File: config.mk
export PLATFORM = sky130hd
export DESIGN_NAME = ttl_step_sequencer
export DESIGN_NICKNAME = d
export VERILOG_FILES = /design/src/rtl/ttl_seq_pkg.sv /design/src/rtl/ttl_seq_watchdog.sv /design/src/rtl/ttl_step_sequencer.sv
export SDC_FILE = /design/constraint.sdc
export NUM_CORES = 1
export LEC_CHECK = 0
export BUFFER_PORTS_ARGS = -buffer_cell sky130_fd_sc_hd__clkbuf_2
export CAP_MARGIN = 25
export CORE_AREA = 10 10 47 49
export CTS_CLUSTER_DIAMETER = 60
export DETAILED_ROUTE_END_ITERATION = 12
export DIE_AREA = 0 0 57 59
export HOLD_SLACK_MARGIN = 0.12
export SETUP_SLACK_MARGIN = 0.4
export SYNTH_ARGS = -nofsm -noshare
export SYNTH_HDL_FRONTEND = slang
export SYNTH_SLANG_ARGS = --single-unit
File: constraint.sdc
create_clock -name Clk -period 3.3 [get_ports Clk]
set_clock_uncertainty 0.05 [all_clocks]
set_input_delay 0.99 -clock Clk [delete_from_list [all_inputs] [get_ports Clk]]
set_output_delay 0.99 -clock Clk [all_outputs]
set_load 0.01 [all_outputs]
File: src/rtl/ttl_seq_pkg.sv
// Shared types for the T-state sequencer: state encoding and the
// decoder enable triple driven in each state.
package ttl_seq_pkg;

    typedef enum logic [1:0] {
        ST_IDLE,
        ST_RUN,
        ST_HOLD,
        ST_HALTED
    } seq_state_e;

    typedef struct packed {
        logic e1_bar;
        logic e2_bar;
        logic e3;
    } en_t;

    localparam en_t EN_RUN  = en_t'{e1_bar: 1'b0, e2_bar: 1'b0, e3: 1'b1};
    localparam en_t EN_HOLD = en_t'{e1_bar: 1'b0, e2_bar: 1'b1, e3: 1'b1};
    localparam en_t EN_OFF  = en_t'{e1_bar: 1'b1, e2_bar: 1'b1, e3: 1'b0};

    function automatic en_t en_of(input seq_state_e st);
        unique case (st)
            ST_RUN:  return EN_RUN;
            ST_HOLD: return EN_HOLD;
            default: return EN_OFF;
        endcase
    endfunction

endpackage

File: src/rtl/ttl_seq_watchdog.sv
// Counts consecutive HOLD cycles; requests a forced halt at the limit
// and keeps a sticky trip flag until reset.
module ttl_seq_watchdog
    import ttl_seq_pkg::*;
#(
    parameter int WDOG_CYCLES = 255
) (
    input  logic clk_i,
    input  logic rst_i,
    input  logic hold_i,
    output logic expire_o,
    output logic trip_o
);

    localparam int CW = $clog2(WDOG_CYCLES + 1);
    localparam logic [CW-1:0] LIMIT = CW'(WDOG_CYCLES - 1);

    logic [CW-1:0] cnt_q, cnt_d;
    logic          trip_q, trip_d;

    always_comb begin
        expire_o = hold_i && (cnt_q == LIMIT);
        cnt_d    = hold_i ? cnt_q + 1'b1 : '0;
        trip_d   = trip_q | expire_o;
    end

    always_ff @(posedge clk_i) begin
        if (rst_i) begin
            cnt_q  <= '0;
            trip_q <= 1'b0;
        end else begin
            cnt_q  <= cnt_d;
            trip_q <= trip_d;
        end
    end

    assign trip_o = trip_q;

endmodule

File: src/rtl/ttl_step_sequencer.sv
// Microcode T-state sequencer driving a 3-to-8 decoder (step + enables).
// Optional stall watchdog: define SEQ_WATCHDOG_EN.
module ttl_step_sequencer
    import ttl_seq_pkg::*;
#(
    parameter int STEPS       = 8,
    parameter int WIDTH_IN    = $clog2(STEPS),
    parameter int DELAY_RISE  = 12,
    parameter int DELAY_FALL  = 12,
    parameter int WDOG_CYCLES = 255
) (
    input  logic                Clk,
    input  logic                Reset,
    input  logic                Start,
    input  logic                Stall,
    input  logic                EndSeq,
    input  logic                Halt,
    output logic [WIDTH_IN-1:0] Step,
    output logic                Enable1_bar,
    output logic                Enable2_bar,
    output logic                Enable3,
    output logic                Busy,
    output logic                Done,
    output logic                WdogTrip
);

    localparam logic [WIDTH_IN-1:0] LAST = WIDTH_IN'(STEPS - 1);

    // Output delays are board-level timing only; the logic is zero-delay.
    if (STEPS < 2 || STEPS > (1 << WIDTH_IN) || DELAY_RISE < 0 ||
        DELAY_FALL < 0 || WDOG_CYCLES < 1) begin : g_bad_param
        $fatal(1, "ttl_step_sequencer: illegal parameter set");
    end

    seq_state_e          state_q, state_d;
    logic [WIDTH_IN-1:0] step_q, step_d;
    en_t                 en_q;
    logic                busy_q, done_q, done_d;
    logic                wdog_expire;

`ifdef SEQ_WATCHDOG_EN
    ttl_seq_watchdog #(
        .WDOG_CYCLES(WDOG_CYCLES)
    ) u_wdog (
        .clk_i   (Clk),
        .rst_i   (Reset),
        .hold_i  (state_q == ST_HOLD),
        .expire_o(wdog_expire),
        .trip_o  (WdogTrip)
    );
`else
    assign wdog_expire = 1'b0;
    assign WdogTrip    = 1'b0;
`endif

    always_comb begin
        state_d = state_q;
        step_d  = step_q;
        done_d  = 1'b0;
        unique case (state_q)
            ST_IDLE: begin
                if (Start) begin
                    state_d = ST_RUN;
                    step_d  = '0;
                end
            end
            ST_RUN: begin
                if (Halt) begin
                    state_d = ST_HALTED;
                end else if (Stall) begin
                    state_d = ST_HOLD;
                end else if (EndSeq || step_q == LAST) begin
                    step_d  = '0;
                    done_d  = 1'b1;
                    state_d = Start ? ST_RUN : ST_IDLE;
                end else begin
                    step_d = step_q + 1'b1;
                end
            end
            ST_HOLD: begin
                if (Halt || wdog_expire) begin
                    state_d = ST_HALTED;
                end else if (!Stall) begin
                    state_d = ST_RUN;
                end
            end
            default: ;
        endcase
    end

    always_ff @(posedge Clk) begin
        if (Reset) begin
            state_q <= ST_IDLE;
            step_q  <= '0;
            en_q    <= EN_OFF;
            busy_q  <= 1'b0;
            done_q  <= 1'b0;
        end else begin
            state_q <= state_d;
            step_q  <= step_d;
            en_q    <= en_of(state_d);
            busy_q  <= (state_d == ST_RUN) || (state_d == ST_HOLD);
            done_q  <= done_d;
        end
    end

    assign Step        = step_q;
    assign Enable1_bar = en_q.e1_bar;
    assign Enable2_bar = en_q.e2_bar;
    assign Enable3     = en_q.e3;
    assign Busy        = busy_q;
    assign Done        = done_q;

endmodule

# Yosys cells after proc, flatten, opt, wreduce, memory -nomap -nowiden
# Cells that the tools add are included.
[word_totals] regBits=10 latch_bits=0 mem_bits_rw=0 mem_bits_ro=0 in_bits=6 out_inout_bits=9 n_memories=0
[classes] add_sub_neg=1 mul=0 div_mod_pow=0 magnitude_cmp=0 eq_ne=8 shifts=0 mux=15 bitwise=1 n_reduce_logical=6
[op_table] cell="2-bit two-way mux" count=6
[op_table] cell="3-bit two-way mux" count=4
[op_table] cell="3-bit one-hot mux with 2 select lines" count=2
[op_table] cell="2-bit != test, second input constant" count=3
[op_table] cell="2-bit one-hot mux with 3 select lines" count=1
[op_table] cell="2-bit by 1-bit equality test with 1-bit output, second input constant" count=2
[op_table] cell="2-bit equality test, second input constant" count=2
[op_table] cell="4-bit AND reduction" count=1
[op_table] cell="4-bit OR reduction" count=1
[op_table] cell="3-bit by 1-bit adder with 3-bit output, second input constant" count=1
[op_table] cell="3-bit equality test, second input constant" count=1
[op_table] cell="2-bit logical NOT" count=1
[op_table] cell="1-bit logical OR" count=2
[op_table] cell="1-bit two-way mux" count=2
[op_table] cell="2-bit nonzero test" count=1
[op_table] cell="1-bit NOT" count=1

# Logic depth before layout (Yosys ltp)
[logic_depth] ltp_word=8 depth_mapped=8 depth_no_buf=8

# Least setup slack after synthesis
# OpenSTA, ideal clock, no wires.
[synth_timing] kind="in2reg" startpoint="in Start" endpoint="reg en_q (netlist bit Enable1_bar)" setup_ns=0.127 t_arrival_ns=2.037 required_ns=3.123 slack_ns=1.085 stages=5 path_buffers=0 path_cell_list="o21bai_1 -> a211oi_1 -> nor3_1 -> ha_1 -> or2_2"
[synth_via] elab_chain_cells=7 word_cells_on_any_way=9 cone_classes="2 x eq/ne; 7 x mux"
[synth_lines] item="from (decl)" line_no="ttl_step_sequencer.sv:14" text="input logic Start,"
[synth_lines] item="1-bit two-way mux" line_no="ttl_step_sequencer.sv:75" text="state_d = Start ? ST_RUN : ST_IDLE;"
[synth_lines] item="2-bit two-way mux" line_no="ttl_step_sequencer.sv:72" text="end else if (EndSeq || step_q == LAST) begin"
[synth_lines] item="2-bit two-way mux" line_no="ttl_step_sequencer.sv:70" text="end else if (Stall) begin"
[synth_lines] item="2-bit two-way mux" line_no="ttl_step_sequencer.sv:68" text="if (Halt) begin"
[synth_lines] item="2-bit one-hot mux with 3 select lines *" line_no="ttl_step_sequencer.sv:60" text="unique case (state_q)"
[synth_lines] item="2-bit equality test / 2-bit by 1-bit equality test with 1-bit output (equally long branches)" line_no="ttl_seq_pkg.sv:23" text="unique case (st)"
[synth_lines] item="3-bit one-hot mux with 2 select lines *" line_no="ttl_seq_pkg.sv:23"
[synth_lines] item="to (signal assigned)" line_no="ttl_step_sequencer.sv:101" text="en_q <= en_of(state_d);"
[synth_lines] item="to (decl)" line_no="ttl_step_sequencer.sv:37" text="en_t en_q;"
# Mark *: on every way between the ends. The rest lies on a longest branch, timed or not.
# A chain may end at the register's enable or synchronous reset.

# Worst setup path after layout
# Ends and elaborated chain as after synthesis.

==> flow_summary.json <==
{
  "antennaDiodeCount": 0,
  "clock_sinks": 9,
  "critPathTopFamily": "compound AO/OA/AOI/OAI gates",
  "p_leak_nw": 0.245,
  "p_per_area_nw_per_um2": 474,
  "grt_pass1_wl_um": 1620,
  "syn_inst": 44,
  "clk_latency_ns": 0.25,
  "core_um2": 1400,
  "crit_path_cell_trace": "clkbuf_2 -> o21bai_1 -> a211oi_1 -> nor3_1 -> ha_1 -> or2_2",
  "path_depth": 6,
  "cp_slowest_cell": "or2_2",
  "initial_core_util_pct": 30.7,
  "tritoncts": "done",
  "drt_iter0_drc": 0,
  "htree_levels": 1,
  "synth_top_area_share_pct": 41.9,
  "whs_path_depth": 2,
  "post_cts.repair.setup_buffers": 0,
  "rsz0062_at_grt": "false",
  "antenna_left": 0,
  "startpoint_type": "input port",
  "clkTransAtPathRegs_ns": 0.06,
  "grt_start_max_net_pins": 10,
  "tns_ns": 0,
  "postSynthAreaPerCell_um2": 9.78,
  "fp.dieW_um": 57,
  "maxSlewViolCount": 0,
  "yosys_warnings": 0,
  "fmax_mhz": 471,
  "finalHoldViolations": 0,
  "post_drt_wl_per_cell_um": 12.0,
  "arrival_ns": 2.21,
  "syn-cell-area_um2": 430,
  "slowest_delay_ns": 0.30,
  "drv_cap": 0,
  "synthesis.nets": 53,
  "num_vias": 356,
  "holdBufCountCts": 0,
  "status": "complete, no violations",
  "stdcell_count": 75,
  "num_io_pins": 15,
  "cts-root-buf": "clkbuf_4",
  "portBuffers": 13,
  "cts-buffers-inserted": 3,
  "final_common_cell": "clkbuf_2",
  "syn2layout_area_growth_pct": 22.4,
  "critical_path_class": "input port to flip-flop",
  "synth_area_leaders": "dfxtp_1 (42%), ha_1 (8.7%), mux2i_1 (7.0%)",
  "dieHeight_um": 59,
  "wl_um": 898,
  "grt_pass1_vias": 379,
  "cts-resized-gates": 0,
  "end_kind": "flip-flop",
  "firstDrtPassIters": 1,
  "reg2reg_depth": 7,
  "synth.distinct_cells": 24,
  "nets": 69,
  "mostFrequentLayoutCells": "clkbuf_2 (13), dfxtp_1 (9), nand2b_1 (4)",
  "yosysTopAreaCell": "dfxtp_1",
  "ir_drop_uv": 192,
  "path_max_fanout": 3,
  "vias_per_cell": 4.75,
  "period_needed_ns": 2.12,
  "antenna_found_initial": 0,
  "clockBufferDepth": 2,
  "setup_violations": 0,
  "post-route-period-util_pct": 64.3,
  "seq_area_frac_synth_pct": 41.9,
  "grtUsageTotal_pct": 5.84,
  "crit_buf_inv": 1,
  "drc_errors": 0,
  "dieArea_um2": 3360,
  "rows": 14,
  "crit_required_ns": 3.39,
  "drive_above_1_share_pct": 30.5,
  "ys_seq_elements": 9,
  "overflow": 0,
  "hp-class": "flip-flop to flip-flop",
  "place_inst": 71,
  "gp_congestion": 0.714
}
[routing by layer]
metal  wire [um]  GRT usage (%)  vias up
met5           0              0        -
met4           0           2.01        0
met3          70           2.79        0
met2         421           8.99        9
met1         407           6.92      164
li1            -              -      183
[metrics by stage]
step | setup WS, ns | instance area (um2) | hold slack (ns) | utilization [%] | power (mW)
final | 1.18 | 527 | 0.453 | 37.6 | 0.250
after global routing | 1.06 | 527 | 0.472 | 37.6 | 0.267
after CTS | 1.17 | 527 | 0.455 | 37.6 | 0.253
after detailed placement | 0.904 | 500 | 0.446 | 35.7 | 0.170
after global placement | 0.902 | 500 | 0.439 | 35.7 | 0.169
after floorplan | 1.09 | 430 | 0.460 | - | 0.155
[area by class of cell]
cell class	count	area [um2]
tap	16	20.0
timing repair buffer	13	65.1
fill	154	875
inverter	1	3.75
multi-input combinational	32	231
clock buffer	4	26.3
sequential	9	180
[Yosys cell counts]
library cell	number
inv_1	1
nor3b_1	1
nor4b_1	1
o21a_1	1
nand2_1	1
nor4bb_1	1
buf_4	2
a211oi_1	1
nor3_1	2
ha_1	3
o21bai_1	1
conb_1	1
nand2b_1	4
a21oi_1	1
or2_2	1
nor4b_2	1
o21ai_0	1
nand3b_1	1
nor4_1	1
mux2i_1	3
nand3_1	2
or3_1	1
dfxtp_1	9
nor2_1	3
[power breakdown]
part / switching [mW] / internal [mW] / leakage (nW)
clock network: 0.0365 / 0.0465 / 0.0150
registers: 0.00627 / 0.117 / 0.0739
logic: 0.0230 / 0.0203 / 0.156
[logic make-up after synthesis]
| group | synth area share (%) |
|---|---|
| buffers and inverters | 4.36 |
| multiplexers | 6.98 |
| other | 0.871 |
| flip-flops | 41.9 |
| adder cells (fa/ha/maj) | 8.72 |
| AO/OA/AOI/OAI | 7.56 |
| AND/OR/NAND/NOR | 29.7 |
[tightest hold or removal path, stage by stage, from the launching register on]
cell	delay [ns]
dfxtp_1	0.33
nand2b_1	0.07
mux2i_1	0.06
[final timing paths]
check	startpoint	slack, ns	endpoint
worst min register to register	Step[1]$_SDFFE_PP0P_	0.45	Step[1]$_SDFFE_PP0P_
worst max register to register	Step[0]$_SDFFE_PP0P_	1.37	Enable1_bar$_SDFF_PP1_
worst min-delay path	Step[1]$_SDFFE_PP0P_	0.45	Step[1]$_SDFFE_PP0P_
worst max-delay path	Start	1.18	Enable1_bar$_SDFF_PP1_
Note: power is estimated with default switching activity, not from simulation.
